File: config.mk
export PLATFORM = sky130hd
export DESIGN_NAME = id_ex_stage
export DESIGN_NICKNAME = d
export VERILOG_FILES = /design/src/rtl/id_ex_stage.sv
export SDC_FILE = /design/constraint.sdc
export NUM_CORES = 1
export LEC_CHECK = 0
export CAP_MARGIN = 20
export CORE_MARGIN = 2
export CORE_UTILIZATION = 28
export DETAILED_ROUTE_END_ITERATION = 10
export HOLD_SLACK_MARGIN = 0.08
export PLACE_DENSITY_LB_ADDON = 0.3
export SKIP_LAST_GASP = 1
export SLEW_MARGIN = 20
export SYNTH_ARGS = -nofsm -noshare
export SYNTH_HDL_FRONTEND = slang
export SYNTH_SLANG_ARGS = --single-unit
File: constraint.sdc
create_clock -name clk -period 2.6 [get_ports clk]
set_input_delay 0.39 -clock clk [delete_from_list [all_inputs] [get_ports clk]]
set_output_delay 0.39 -clock clk [all_outputs]
set_load 0.02 [all_outputs]
File: src/rtl/id_ex_stage.sv
// ----------------------------------------------------------------------------
// id_ex_stage
//   ID/EX pipeline register sitting directly after the register file.
//   Latches the rs/rt operands, immediate, destination and control bundle
//   for EX. It also provides:
//     - WB->ID write-through bypass at capture time (register 0 reads as 0)
//     - load-use hazard detection with single-bubble insertion
//     - flush (branch/jump redirect) with priority over everything but reset
//     - valid/ready backpressure in both directions
//
//   Optional feature macro: ID_EX_PERF_CNT_EN
//     defined     -> stall_cnt counts stall cycles (saturating, cleared by rst)
//     not defined -> stall_cnt tied to 0, no counter logic
// ----------------------------------------------------------------------------
module id_ex_stage #(
  parameter int DATA_W = 32,
  parameter int REG_AW = 5,
  parameter int CTRL_W = 10
) (
  input  logic              clk,
  input  logic              rst,
  input  logic              flush,
  input  logic              in_valid,
  output logic              in_ready,
  input  logic [REG_AW-1:0] rs,
  input  logic [REG_AW-1:0] rt,
  input  logic [REG_AW-1:0] dst,
  input  logic [DATA_W-1:0] read_data1,
  input  logic [DATA_W-1:0] read_data2,
  input  logic [DATA_W-1:0] imm,
  input  logic [CTRL_W-1:0] ctrl,
  input  logic              wb_reg_write,
  input  logic [REG_AW-1:0] wb_dst,
  input  logic [DATA_W-1:0] wb_data,
  output logic              out_valid,
  input  logic              out_ready,
  output logic [DATA_W-1:0] out_rs_data,
  output logic [DATA_W-1:0] out_rt_data,
  output logic [REG_AW-1:0] out_rs,
  output logic [REG_AW-1:0] out_rt,
  output logic [REG_AW-1:0] out_dst,
  output logic [DATA_W-1:0] out_imm,
  output logic [CTRL_W-1:0] out_ctrl,
  output logic              hazard,
  output logic [31:0]       stall_cnt
);

  // Control bundle bit positions used by this stage.
  localparam int CTRL_MEM_READ = 1;

  // What the stage register does on the next clock edge (reset handled apart).
  typedef enum logic [2:0] {
    ACT_HOLD,    // keep everything (EX stalled, or idle)
    ACT_FLUSH,   // kill contents, drop the input
    ACT_BUBBLE,  // load moves on, dependent instruction waits one cycle
    ACT_LOAD,    // capture the decode-side instruction
    ACT_DRAIN    // EX took the instruction and nothing new arrived
  } act_e;

  act_e              act;
  logic [DATA_W-1:0] rs_operand;
  logic [DATA_W-1:0] rt_operand;

  // Operand select: register 0 is hardwired zero, then a same-cycle WB write
  // to the source register wins over the (stale) register-file read.
  function automatic logic [DATA_W-1:0] pick_operand(
    input logic [REG_AW-1:0] src,
    input logic [DATA_W-1:0] rf_data,
    input logic              wb_we,
    input logic [REG_AW-1:0] wb_addr,
    input logic [DATA_W-1:0] wb_value
  );
    if (src == '0)
      return '0;
    if (wb_we && (wb_addr == src))
      return wb_value;
    return rf_data;
  endfunction

  // Hazard detection, upstream handshake and next-action priority decode.
  always_comb begin
    // NOTE: every signal written here gets a default first, so no path can
    // leave it unassigned and infer a latch.
    hazard   = 1'b0;
    in_ready = 1'b0;
    act      = ACT_HOLD;

    hazard = in_valid & out_valid & out_ctrl[CTRL_MEM_READ] &
             (out_dst != '0) & ((out_dst == rs) | (out_dst == rt));

    in_ready = ~rst & ~flush & ~hazard & (~out_valid | out_ready);

    if (flush)
      act = ACT_FLUSH;
    else if (hazard)
      act = out_ready ? ACT_BUBBLE : ACT_HOLD;
    else if (in_valid && in_ready)
      act = ACT_LOAD;
    else if (out_valid && out_ready)
      act = ACT_DRAIN;
  end

  // Bypassed operands presented to the stage register.
  always_comb begin
    rs_operand = pick_operand(rs, read_data1, wb_reg_write, wb_dst, wb_data);
    rt_operand = pick_operand(rt, read_data2, wb_reg_write, wb_dst, wb_data);
  end

  // Stage register: synchronous reset, then the decoded action.
  always_ff @(posedge clk) begin
    // NOTE: state is updated with non-blocking assignments so every register
    // samples pre-edge values, independent of statement order.
    if (rst) begin
      // NOTE: the payload fields are reset too, not just out_valid, because
      // EX and debug logic observe them directly and must see zeros after reset.
      out_valid   <= 1'b0;
      out_rs_data <= '0;
      out_rt_data <= '0;
      out_rs      <= '0;
      out_rt      <= '0;
      out_dst     <= '0;
      out_imm     <= '0;
      out_ctrl    <= '0;
    end else begin
      case (act)
        ACT_LOAD: begin
          out_valid   <= 1'b1;
          out_rs_data <= rs_operand;
          out_rt_data <= rt_operand;
          out_rs      <= rs;
          out_rt      <= rt;
          out_dst     <= dst;
          out_imm     <= imm;
          out_ctrl    <= ctrl;
        end
        ACT_FLUSH, ACT_BUBBLE, ACT_DRAIN: begin
          // Payload is left in place; a zero control bundle makes it inert.
          out_valid <= 1'b0;
          out_ctrl  <= '0;
        end
        default: begin
          // ACT_HOLD: everything keeps its value.
        end
      endcase
    end
  end

`ifdef ID_EX_PERF_CNT_EN
  logic stall_cycle;

  // A cycle is a stall when decode is blocked by a load-use hazard or by EX.
  always_comb begin
    stall_cycle = hazard | (in_valid & out_valid & ~out_ready);
  end

  // Saturating stall counter.
  always_ff @(posedge clk) begin
    if (rst)
      stall_cnt <= '0;
    else if (stall_cycle && (stall_cnt != 32'hFFFF_FFFF))
      stall_cnt <= stall_cnt + 32'd1;
  end
`else
  assign stall_cnt = '0;
`endif

endmodule

; ---- After elaboration in Yosys (flattened, before gate mapping)
; Cells that the tools add are included.
[classes]
bitwise = 13
n_mux = 21
n_reduce_logical = 9
magnitude_cmp = 0
multipliers = 0
shifts = 0
add_sub_neg = 0
eq_ne = 8
div_mod_pow = 0
[ops]
columns = op, count
row1 = two-way mux 32 bit, 8
row2 = equality test 5 bit, 4
row3 = one-hot mux 10 bit (2 select lines), 1
row4 = two-way mux 3 bit, 4
row5 = logical NOT 5 bit, 2
row6 = bitwise AND 1 bit, 7
row7 = "equality test 3 x 2 -> 1 bit, second input constant", 2
row8 = two-way mux 1 bit, 6
row9 = nonzero test 5 bit, 1
row10 = logical AND 1 bit, 4
row11 = inverter 1 bit, 4
row12 = "equality test 3 x 1 -> 1 bit, second input constant", 1
row13 = "equality test 3 bit, second input constant", 1
row14 = OR reduction 3 bit, 1
row15 = two-way mux 2 bit, 1
row16 = bitwise OR 1 bit, 2
row17 = one-hot mux 1 bit (2 select lines), 1
row18 = nonzero test 2 bit, 1
[totals]
mem_count = 0
reg_bits = 122
ram_bits = 0
inputBits = 164
latchBits = 0
wordCells = 59
mem_bits_ro = 0

; ---- Logic depth before layout (Yosys ltp)
; Gate-level depths: netlist of the first run.
[logic_depth]
depth_word = 14
ltp_mapped = 7
depth_no_buf = 5

; ---- Least setup slack after synthesis of the first run
; Ideal clock, no wire load.
[synth_timing]
path_type = reg2reg
from = reg out_dst[0]
to = reg out_dst[0]
setup_slack_ns = 0.529
setup_time_ns = 0.121
period_less_slack_ns = 2.071
n_path_buf = 2
path_stages_with_launch = 7
t_arrival_ns = 1.950
path_cell_list = dfxtp_1 -> or4_1 -> o2111ai_2 -> o2111ai_2 -> buf_4 -> buf_6 -> mux2_4
[synth_via]
elab_chain_len = 11
word_cells_on_any_way = 14
classes_between = eq/ne: 3 / mux: 3 / bitwise: 6 / reduce/logical: 2
[synth_rtl]
columns = item, line_no
row1 = from (decl), 41  ; output logic [REG_AW-1:0] out_dst,
row2 = from (signal assigned), 132  ; out_dst <= dst;
row3 = equality test 5 bit or nonzero test 5 bit (tied branches), 89  ; (out_dst != '0) & ((out_dst == rs) | (out_dst == rt));
row4 = bitwise OR 1 bit or bitwise AND 1 bit (tied branches), "89, 88"
row5 = bitwise AND 1 bit *, 89
row6 = inverter 1 bit, 91  ; in_ready = ~rst & ~flush & ~hazard & (~out_valid | out_ready);
row7 = bitwise AND 1 bit (2 in series), 91
row8 = logical AND 1 bit, 97  ; else if (in_valid && in_ready)
row9 = two-way mux 3 bit, 97
row10 = two-way mux 3 bit *, 95  ; else if (hazard)
row11 = two-way mux 3 bit *, 93  ; if (flush)
row12 = equality test 3 x 2 -> 1 bit *, 125  ; case (act)
; Every way passes the cells marked *; elsewhere a longest branch is shown, timed or not.
; A chain may end at the register's enable or synchronous reset.

; ---- Final worst setup path of the first run
[layout_timing]
from = reg out_dst[0]
to = out hazard
[layout_via]
elab_chain_len = 3
word_cells_on_any_way = 6
classes_between = eq/ne: 2 / bitwise: 3 / reduce/logical: 1
[layout_rtl]
columns = item, line_no
row1 = equality test 5 bit or nonzero test 5 bit (tied branches), 89
row2 = bitwise OR 1 bit or bitwise AND 1 bit (tied branches), "89, 88"
row3 = bitwise AND 1 bit *, 89
row4 = to (decl), 44  ; output logic hazard,
; Marked as above.

==> out/summary.txt, run 1 <==
Share of cells above drive strength 1: 19.6%
Tcrit/Tclk final: 92.8%
Root buffer cell: clkbuf_16
Area Overhead vs Synth: 59.1%
Critical path type: flip-flop to output port
Placed cell area: 10100 sq um
R2R Setup Slk: 0.32 ns
Status: completed
Largest net degree at the start of global routing: 62
Final wirelength: 23.4 mm
Max Cap Viol: 0
Die H: 159 um
Pwr dens: 518 nW/um^2
LEAKAGE: 4.36 nW
Die Area: 25300 sq um
Final Wtd Congestion: 0.776
Number of remaining DRC errors: 0
Hold_buf cts: 0
Placed Cells: 1305
#FFs+latches synth: 122
Critical R2R Launch: out_dst[1]$_SDFFE_PP0N_
First-pass GRT wire length: 35.6 mm
GRT Total Usage: 17.9%
Clk_skew: 0.0151 ns
Most frequent cells in the layout: clkdlybuf4s50_1, dfxtp_1, nor2b_1
Max-slew headroom: 56.1%
Worst-path maximum fanout: 3
Gr ovfl total: 0
Clock latency on the worst-skew pair: 0.41 ns
CP max-delay cell: or4_1
Reg2reg end: out_rs_data[17]$_SDFFE_PP0N_
Vias: 6167
Clock period minus worst slack: 2.41 ns
Final HPWL DP: 17.0 mm
Final Cell Area: 10700 sq um
Yosys warnings: 0
Antenna-violating nets left: 0
Worst setup EP type: output port
Hold Path Depth: 3
Seq/Total Area, Yosys: 36.2%
Element type at the critical path start: flip-flop
Max-slew violation count: 0
Max clock buf depth: 2
Layout Nets: 1169
Final Hold Viols: 0
CP delay by family, top: simple AND/OR/NAND/NOR gates
Worst min path class: input pin to flip-flop
Hold Crit Start: rst
Arrival time worst endpoint: 2.02 ns
Most common cell after layout, fill and taps aside: clkdlybuf4s50_1
Clock transition at the registers of the reported paths: 0.06 ns
Vias/cell: 4.61
Setup-failing EPs final: 0
Unrepaired setup endpoints after global routing: no
Postcts setup bufs: 0
Reg2reg path depth: 9
Routed WL per cell: 17.5 um
Req. time, crit path: 2.21 ns
Initial antenna violation count: 1
Cts bufs inserted: 17
Max Fclk: 0.414 GHz
Total clock sinks: 122
Post-Synthesis Cells: 710
Die Wd: 159 um
Worst hold endpoint: out_rs[2]$_SDFFE_PP0N_
Max stage delay on crit path: 0.60 ns
CTS tree: built
Slew @ Worst Pin: 0.658 ns
# IOs: 320
CTS H-tree lvls: 4
Critical path buffer and inverter count: 1
Core area: 23500 sq um
Worst ir drop on vdd: 0.387 mV
Mean post-synth cell area: 9.50 sq um
Port Buffers: 287
Initial DRT Pass Iterations: 5
Yosys cell types: 30
Min Hold Slack: 0.365 ns
FILL cells: 2304
Iter 0 DRT Violations: 298
Initial Utilization: 28.7%
CP cell instances: or4_1, o2111ai_4, nor2_1, dlygate4sd2_1
Number of global-route vias before repair: 6312
Post-Synthesis Cell Area: 6750 sq um
Critical path depth: 4
Final non-filler cell total: 1338
Row cnt: 56
==> power by group <==
part	switching, W	internal (W)
sequential	0.0000420	0.00195
combinational	0.000525	0.000610
clock	0.000967	0.00146
==> timing repair <==
action | 4_1_cts | 5_1_grt
endpoints found under the hold margin | 0 | 0
endpoints found under the setup margin | 2 | 1
cloned | 0 | 0
pin swaps | 0 | 0
resized for setup | 3 | 2
==> cell families (layout without fill, tap and decap cells) <==
family	after synthesis	count (layout)	synth area share, %
other cells	1	33	0.0556
xor+xnor	20	20	2.60
buf+inv	95	372	8.09
mux	121	121	24.3
compound gates	136	136	10.6
simple gates	215	215	18.1
flops	122	122	36.2
==> how the worst max path moves through the flow <==
stage                            start                           end
2_1_floorplan  out_dst[0]$_SDFFE_PP0N_       out_dst[0]$_SDFFE_PP0N_
4_1_cts        out_dst[0]$_SDFFE_PP0N_                      in_ready
3_3_place_gp                     rt[1]  out_rs_data[17]$_SDFFE_PP0N_
5_1_grt        out_dst[0]$_SDFFE_PP0N_                        hazard
3_5_place_dp                     rs[4]  out_rs_data[17]$_SDFFE_PP0N_
6_report       out_dst[0]$_SDFFE_PP0N_                        hazard
==> flip-flops by register name, indices dropped and copies added (netlist names) <==
name,cells
out_rs,5
out_dst,5
out_rs_data,32
out_rt,5
out_ctrl,10
out_rt_data,32
out_valid,1
out_imm,32
==> layout make-up <==
class	count	area [sq um]	area share, %
multi-input cells	524	3910	36.4
repair buffers	338	3370	31.4
flip-flops and latches	122	2440	22.8
clock buffers	18	439	4.09
well taps	319	399	3.72
clock inverters	14	159	1.48
inverters	2	7.51	0.0700
diodes	1	2.50	0.0233
==> worst reg2reg max path: stages, from the launching register on <==
cell and delay [ns]:
dfxtp_1 0.32, buf_4 0.15, xor2_1 0.15, nor3_1 0.20
a22oi_1 0.12, buf_4 0.17, o2111ai_4 0.23, buf_12 0.23
buf_12 0.23, mux2_2 0.37
==> synthesized netlist by cell type, drive strengths merged <==
library cell,n,area (sq um)
nand2b,13,81.3
o21bai,1,7.51
o2111ai,2,30.0
or4,2,15.0
and2,2,12.5
nand4,2,12.5
xnor2,10,87.6
mux2i,12,120
nand2,13,48.8
a31o,1,8.76
mux2,109,1520
a22oi,1,7.51
dfxtp,122,2440
nand3,64,320
a21oi,64,320
a211oi,1,7.51
conb,1,3.75
buf,45,358
inv,2,7.51
and4,2,17.5
clkbuf,48,180
nor3,3,15.0
nor2b,109,682
nor2,5,18.8
o21ai,65,325
a21boi,1,7.51
xor2,10,87.6
==> per-layer routing <==
metal / vias up / global-route usage, % / share of wire, %
met5: - / 0 / 0
met3: 28 / 6.41 / 7.5
met1: 2899 / 21.1 / 43
li1: 2970 / - / -
met2: 270 / 30.4 / 47
met4: 0 / 5.74 / 2.5
==> through the flow <==
| step | power [W] | utilization [%] | setup TNS [ns] | setup WS (ns) |
|---|---|---|---|---|
| final | 0.00555 | 45.6 | 0 | 0.187 |
| after global routing | 0.00581 | 45.6 | 0 | 0.0919 |
| after CTS | 0.00563 | 45.6 | 0 | 0.0466 |
| after detailed placement | 0.00317 | 43.0 | -1.17 | -0.0726 |
| after global placement | 0.00317 | 43.0 | -0.904 | -0.0647 |
| after floorplan | 0.00260 | - | 0 | 0.529 |
Note: power is estimated with default switching activity, not from simulation.
==> run 2, diff against run 1 <==
- TNS_END_PERCENT: not set -> 30
==> run 2 against run 1 <==
Critical path depth rose by 1. Worst hold slack barely moved. Wire length barely moved. Critical endpoint is now in_ready. Largest cell class unchanged. Largest power group unchanged.
==> out/summary.txt, run 2 (synthesis gave the netlist of run 1 again) <==
Antenna-violating nets left: 0
Largest net degree at the start of global routing: 62
Status: completed
Max-slew headroom: 56.1%
Vias/cell: 4.61
Clock latency on the worst-skew pair: 0.41 ns
Worst ir drop on vdd: 0.387 mV
Final HPWL DP: 17.0 mm
CP max-delay cell: or4_1
Setup-failing EPs final: 0
CP most frequent cell: nor2_1
Max Fclk: 0.397 GHz
Number of remaining DRC errors: 0
CTS tree: built
Clk_skew: 0.0151 ns
Share of cells above drive strength 1: 19.5%
Largest registers: out_imm: 32 flops, out_rs_data: 32 flops, out_rt_data: 32 flops
GRT Total Usage: 17.9%
Vias: 6166
Final Hold Viols: 0
Hold_buf cts: 0
Die Wd: 159 um
Core area: 23500 sq um
Critical path buffer and inverter count: 1
Max stage delay on crit path: 0.60 ns
Worst min path class: input pin to flip-flop
Register share of total power: 35.9%
Final Wtd Congestion: 0.776
Initial Utilization: 28.7%
Initial DRT Pass Iterations: 5
Worst-path maximum fanout: 3
Most common cell after layout, fill and taps aside: clkdlybuf4s50_1
Root buffer cell: clkbuf_16
Clock period minus worst slack: 2.52 ns
Worst setup EP type: output port
CP delay by family, top: simple AND/OR/NAND/NOR gates
Initial antenna violation count: 1
Max clock buf depth: 2
Worst setup margin: 0.0834 ns
Pwr dens: 517 nW/um^2
Total clock sinks: 122
# IOs: 320
Most frequent cells in the layout: clkdlybuf4s50_1, dfxtp_1, nor2b_1
Port Buffers: 287
LEAKAGE: 4.38 nW
Max-slew violation count: 0
Tcrit/Tclk final: 96.8%
Routed WL per cell: 17.5 um
Die Area: 25300 sq um
Layout Nets: 1169
FILL cells: 2302
Critical path type: flip-flop to output port
Gr ovfl total: 0
Clock share of power: 43.7%
Number of global-route vias before repair: 6312
Max Cap Viol: 0
TNS Setup: 0 ns
Die H: 159 um
Arrival time worst endpoint: 2.13 ns
Post-Route Utilization: 45.6%
Element type at the critical path start: flip-flop
Pre-CTS setup slack: -0.0726 ns
Combinational Power Share: 20.4%
Iter 0 DRT Violations: 298
CP cell instances: or4_1, o2111ai_4, nor2_1, nor2_1, dlygate4sd2_1
Switching power total: 0.00153 W
Req. time, crit path: 2.21 ns
Cts bufs inserted: 17
Area Overhead vs Synth: 59.2%
First-pass GRT wire length: 35.6 mm
Unrepaired setup endpoints after global routing: yes
Row cnt: 56
Slew @ Worst Pin: 0.659 ns
Sw frac: 27.6%
CTS H-tree lvls: 4
Clock transition at the registers of the reported paths: 0.06 ns
P_int: 0.00402 W
Final wirelength: 23.4 mm
==> run 2: changes by cell type in the layout (fill, tap and decap cells not counted), sizes merged <==
cell | previous run | this run
clkbuf | 19 | 18
dlymetal6s2s | 0 | 1
==> run 2: per-stage QoR <==
step / hold slack, ns / total power (W) / cells / area, sq um
finish: 0.365 / 0.00555 / 1338 / 10700
global route: 0.369 / 0.00581 / 1338 / 10700
CTS: 0.346 / 0.00563 / 1337 / 10700
detailed placement: 0.454 / 0.00317 / 1305 / 10100
global placement: 0.445 / 0.00317 / 1304 / 10100
floorplan: 0.533 / 0.00260 / 741 / 6860
==> run 2: path summary, 6_finish.rpt <==
path / end / depth (start not counted) / start / slack [ns]
worst max register to register: out_rs_data[17]$_SDFFE_PP0N_ / 9 / out_dst[1]$_SDFFE_PP0N_ / 0.32
worst min-delay path: out_rs[2]$_SDFFE_PP0N_ / 3 / rst / 0.37
worst max-delay path: in_ready / 5 / out_dst[0]$_SDFFE_PP0N_ / 0.08
worst min register to register: out_ctrl[6]$_SDFFE_PP0P_ / 2 / out_ctrl[6]$_SDFFE_PP0P_ / 0.46
==> run 2: power by group through the flow <==
stage               Combinational [W]  Clock (W)  Sequential (W)
floorplan                    0.000475          0         0.00213
global placement              0.00113          0         0.00203
detailed placement            0.00114          0         0.00203
CTS                           0.00114    0.00249         0.00199
global route                  0.00121    0.00260         0.00200
finish                        0.00113    0.00243         0.00199
==> run 2: per-layer routing <==
metal,global-route usage (%),wire length (um),up-vias
met1,21.1,10000,2897
met4,5.74,582,0
li1,-,-,2970
met3,6.41,1760,28
met5,0,0,-
met2,30.4,11100,271
==> run 2: tightest hold or removal path: stages <==
cell and delay, ns:
buf_4 0.15, nand2b_1 0.12, mux2i_1 0.06
==> run 2: cell type report <==
type	instances	area [sq um]	share of cell area [%]
Timing Repair Buffer	338	3380	31.5
Multi-Input combinational cell	524	3910	36.4
Inverter	2	7.51	0.0699
Clock inverter	14	159	1.48
Sequential cell	122	2440	22.7
Antenna cell	1	2.50	0.0233
Clock buffer	18	439	4.09
Tap cell	319	399	3.72
==> run 2: what timing repair did <==
| action | in CTS | in global routing |
|---|---|---|
| gates resized for setup | 2 | 1 |
| setup endpoints to repair | 2 | 2 |
| buffers inserted | 0 | 0 |
| gates cloned | 0 | 0 |
==> run 3, diff against run 2 <==
- CTS_BUF_LIST: not set -> sky130_fd_sc_hd__clkbuf_16
==> run 3 against run 2 <==
Clock-buffer cell count down 1. First-iteration DRC count down 6.4%. Critical path depth unchanged. Final cell count unchanged. Worst setup slack better by 0.0031 ns. Global-route usage about the same. Sequential share of layout area about the same. Combinational power about the same. Largest power group unchanged. Sequential cell count unchanged. Design area about the same. Fmax up 0.12%. Largest cell class unchanged.
==> out/summary.txt, run 3 (synthesis gave the netlist of run 1 again) <==
Final HPWL DP: 17.0 mm
Slew @ Worst Pin: 0.657 ns
Setup-failing EPs final: 0
P_int: 0.00399 W
Clock latency on the worst-skew pair: 0.41 ns
Critical R2R Launch: out_dst[1]$_SDFFE_PP0N_
Final Wtd Congestion: 0.776
Gr ovfl total: 0
TNS Setup: 0 ns
Area of the multi-input gates: 3910 sq um
Arrival time worst endpoint: 2.12 ns
Post-Route Utilization: 45.6%
Switching power total: 0.00153 W
Max Cap Viol: 0
Worst-path maximum fanout: 3
Final wirelength: 23.3 mm
Clock period minus worst slack: 2.51 ns
Worst min path class: input pin to flip-flop
Reg area: 2440 sq um
Worst setup margin: 0.0864 ns
Unrepaired setup endpoints after global routing: yes
Vias: 6099
Clock transition at the registers of the reported paths: 0.06 ns
Cts bufs inserted: 17
Antenna-violating nets left: 0
Sw frac: 27.7%
Row cnt: 56
Register share of total power: 36.1%
Initial DRT Pass Iterations: 4
Most common cell after layout, fill and taps aside: clkdlybuf4s50_1
Die Wd: 159 um
Layout Nets: 1169
Largest net degree at the start of global routing: 62
First-pass GRT wire length: 35.6 mm
Pre-CTS setup slack: -0.0726 ns
Number of global-route vias before repair: 6312
Die Area: 25300 sq um
# IOs: 320
LEAKAGE: 4.38 nW
CP startpoint: out_dst[0]$_SDFFE_PP0N_
Critical path type: flip-flop to output port
Max-slew violation count: 0
Final Hold Viols: 0
Share of cells above drive strength 1: 19.4%
Vias/cell: 4.56
Root buffer cell: clkbuf_16
CTS tree: built
Area Overhead vs Synth: 59.0%
Most frequent cells in the layout: clkdlybuf4s50_1, dfxtp_1, nor2b_1
Routed WL per cell: 17.4 um
CTS H-tree lvls: 4
Worst ir drop on vdd: 0.387 mV
Max Fclk: 0.398 GHz
Largest registers: out_imm: 32 flops, out_rs_data: 32 flops, out_rt_data: 32 flops
Total clock sinks: 122
Req. time, crit path: 2.21 ns
GRT Total Usage: 17.9%
Tcrit/Tclk final: 96.7%
Port Buffers: 287
Element type at the critical path start: flip-flop
Die H: 159 um
FILL cells: 2306
Pwr dens: 515 nW/um^2
Number of remaining DRC errors: 0
Max clock buf depth: 2
Clk_skew: 0.0114 ns
Core area: 23500 sq um
Hold Crit Start: rst
Clock share of power: 43.4%
Max-slew headroom: 56.2%
Combinational Power Share: 20.5%
Status: completed
Worst setup EP type: output port
Iter 0 DRT Violations: 279
Initial Utilization: 28.7%
Initial antenna violation count: 1
-- run 3: timing repair --
item,4_1_cts,5_1_grt
endpoints found under the setup margin,2,2
setup buffers,0,0
gates cloned,0,0
hold buffers,0,0
pin swaps,0,0
gates resized for setup,2,1
-- run 3: critical path, stage by stage, from the launching register on --
cell and delay [ns]:
dfxtp_1 0.32, or4_1 0.60, o2111ai_4 0.27, nor2_1 0.09, nor2_1 0.10, dlygate4sd2_1 0.33
-- run 3: path summary, 6_finish.rpt --
path | end | slack, ns | cells after the start
max | in_ready | 0.09 | 5
min | out_rs[2]$_SDFFE_PP0N_ | 0.36 | 3
min reg2reg | out_ctrl[6]$_SDFFE_PP0P_ | 0.46 | 2
max reg2reg | out_rs_data[17]$_SDFFE_PP0N_ | 0.33 | 9
-- run 3: metal layers --
metal | global-route usage, % | routed length, um | vias up
met5 | 0 | 0 | -
met4 | 5.74 | 550 | 0
met3 | 6.41 | 1810 | 26
met2 | 30.4 | 11100 | 258
met1 | 21.1 | 9840 | 2845
li1 | - | - | 2970
-- run 3: final cells by class --
cell class	count	share of cell area (%)
clock inverter	15	1.52
clock buffer	17	3.97
inverter	2	0.0700
tap	319	3.72
multi-input combinational	524	36.5
timing repair buffer	338	31.5
antenna	1	0.0233
sequential	122	22.8
-- run 3: stage by stage --
stage	total power [W]	std cells	instance area, sq um	hold slack [ns]
global placement	0.00317	1304	10100	0.445
CTS	0.00560	1337	10700	0.346
floorplan	0.00260	741	6860	0.533
detailed placement	0.00317	1305	10100	0.454
finish	0.00552	1338	10700	0.364
global route	0.00577	1338	10700	0.369
-- run 3: power by group through the flow --
stage          logic (W)  clock network, W  registers, W
4_1_cts          0.00114           0.00246       0.00199
2_1_floorplan   0.000475                 0       0.00213
5_1_grt          0.00121           0.00256       0.00200
6_report         0.00113           0.00240       0.00199
3_5_place_dp     0.00114                 0       0.00203
3_3_place_gp     0.00113                 0       0.00203
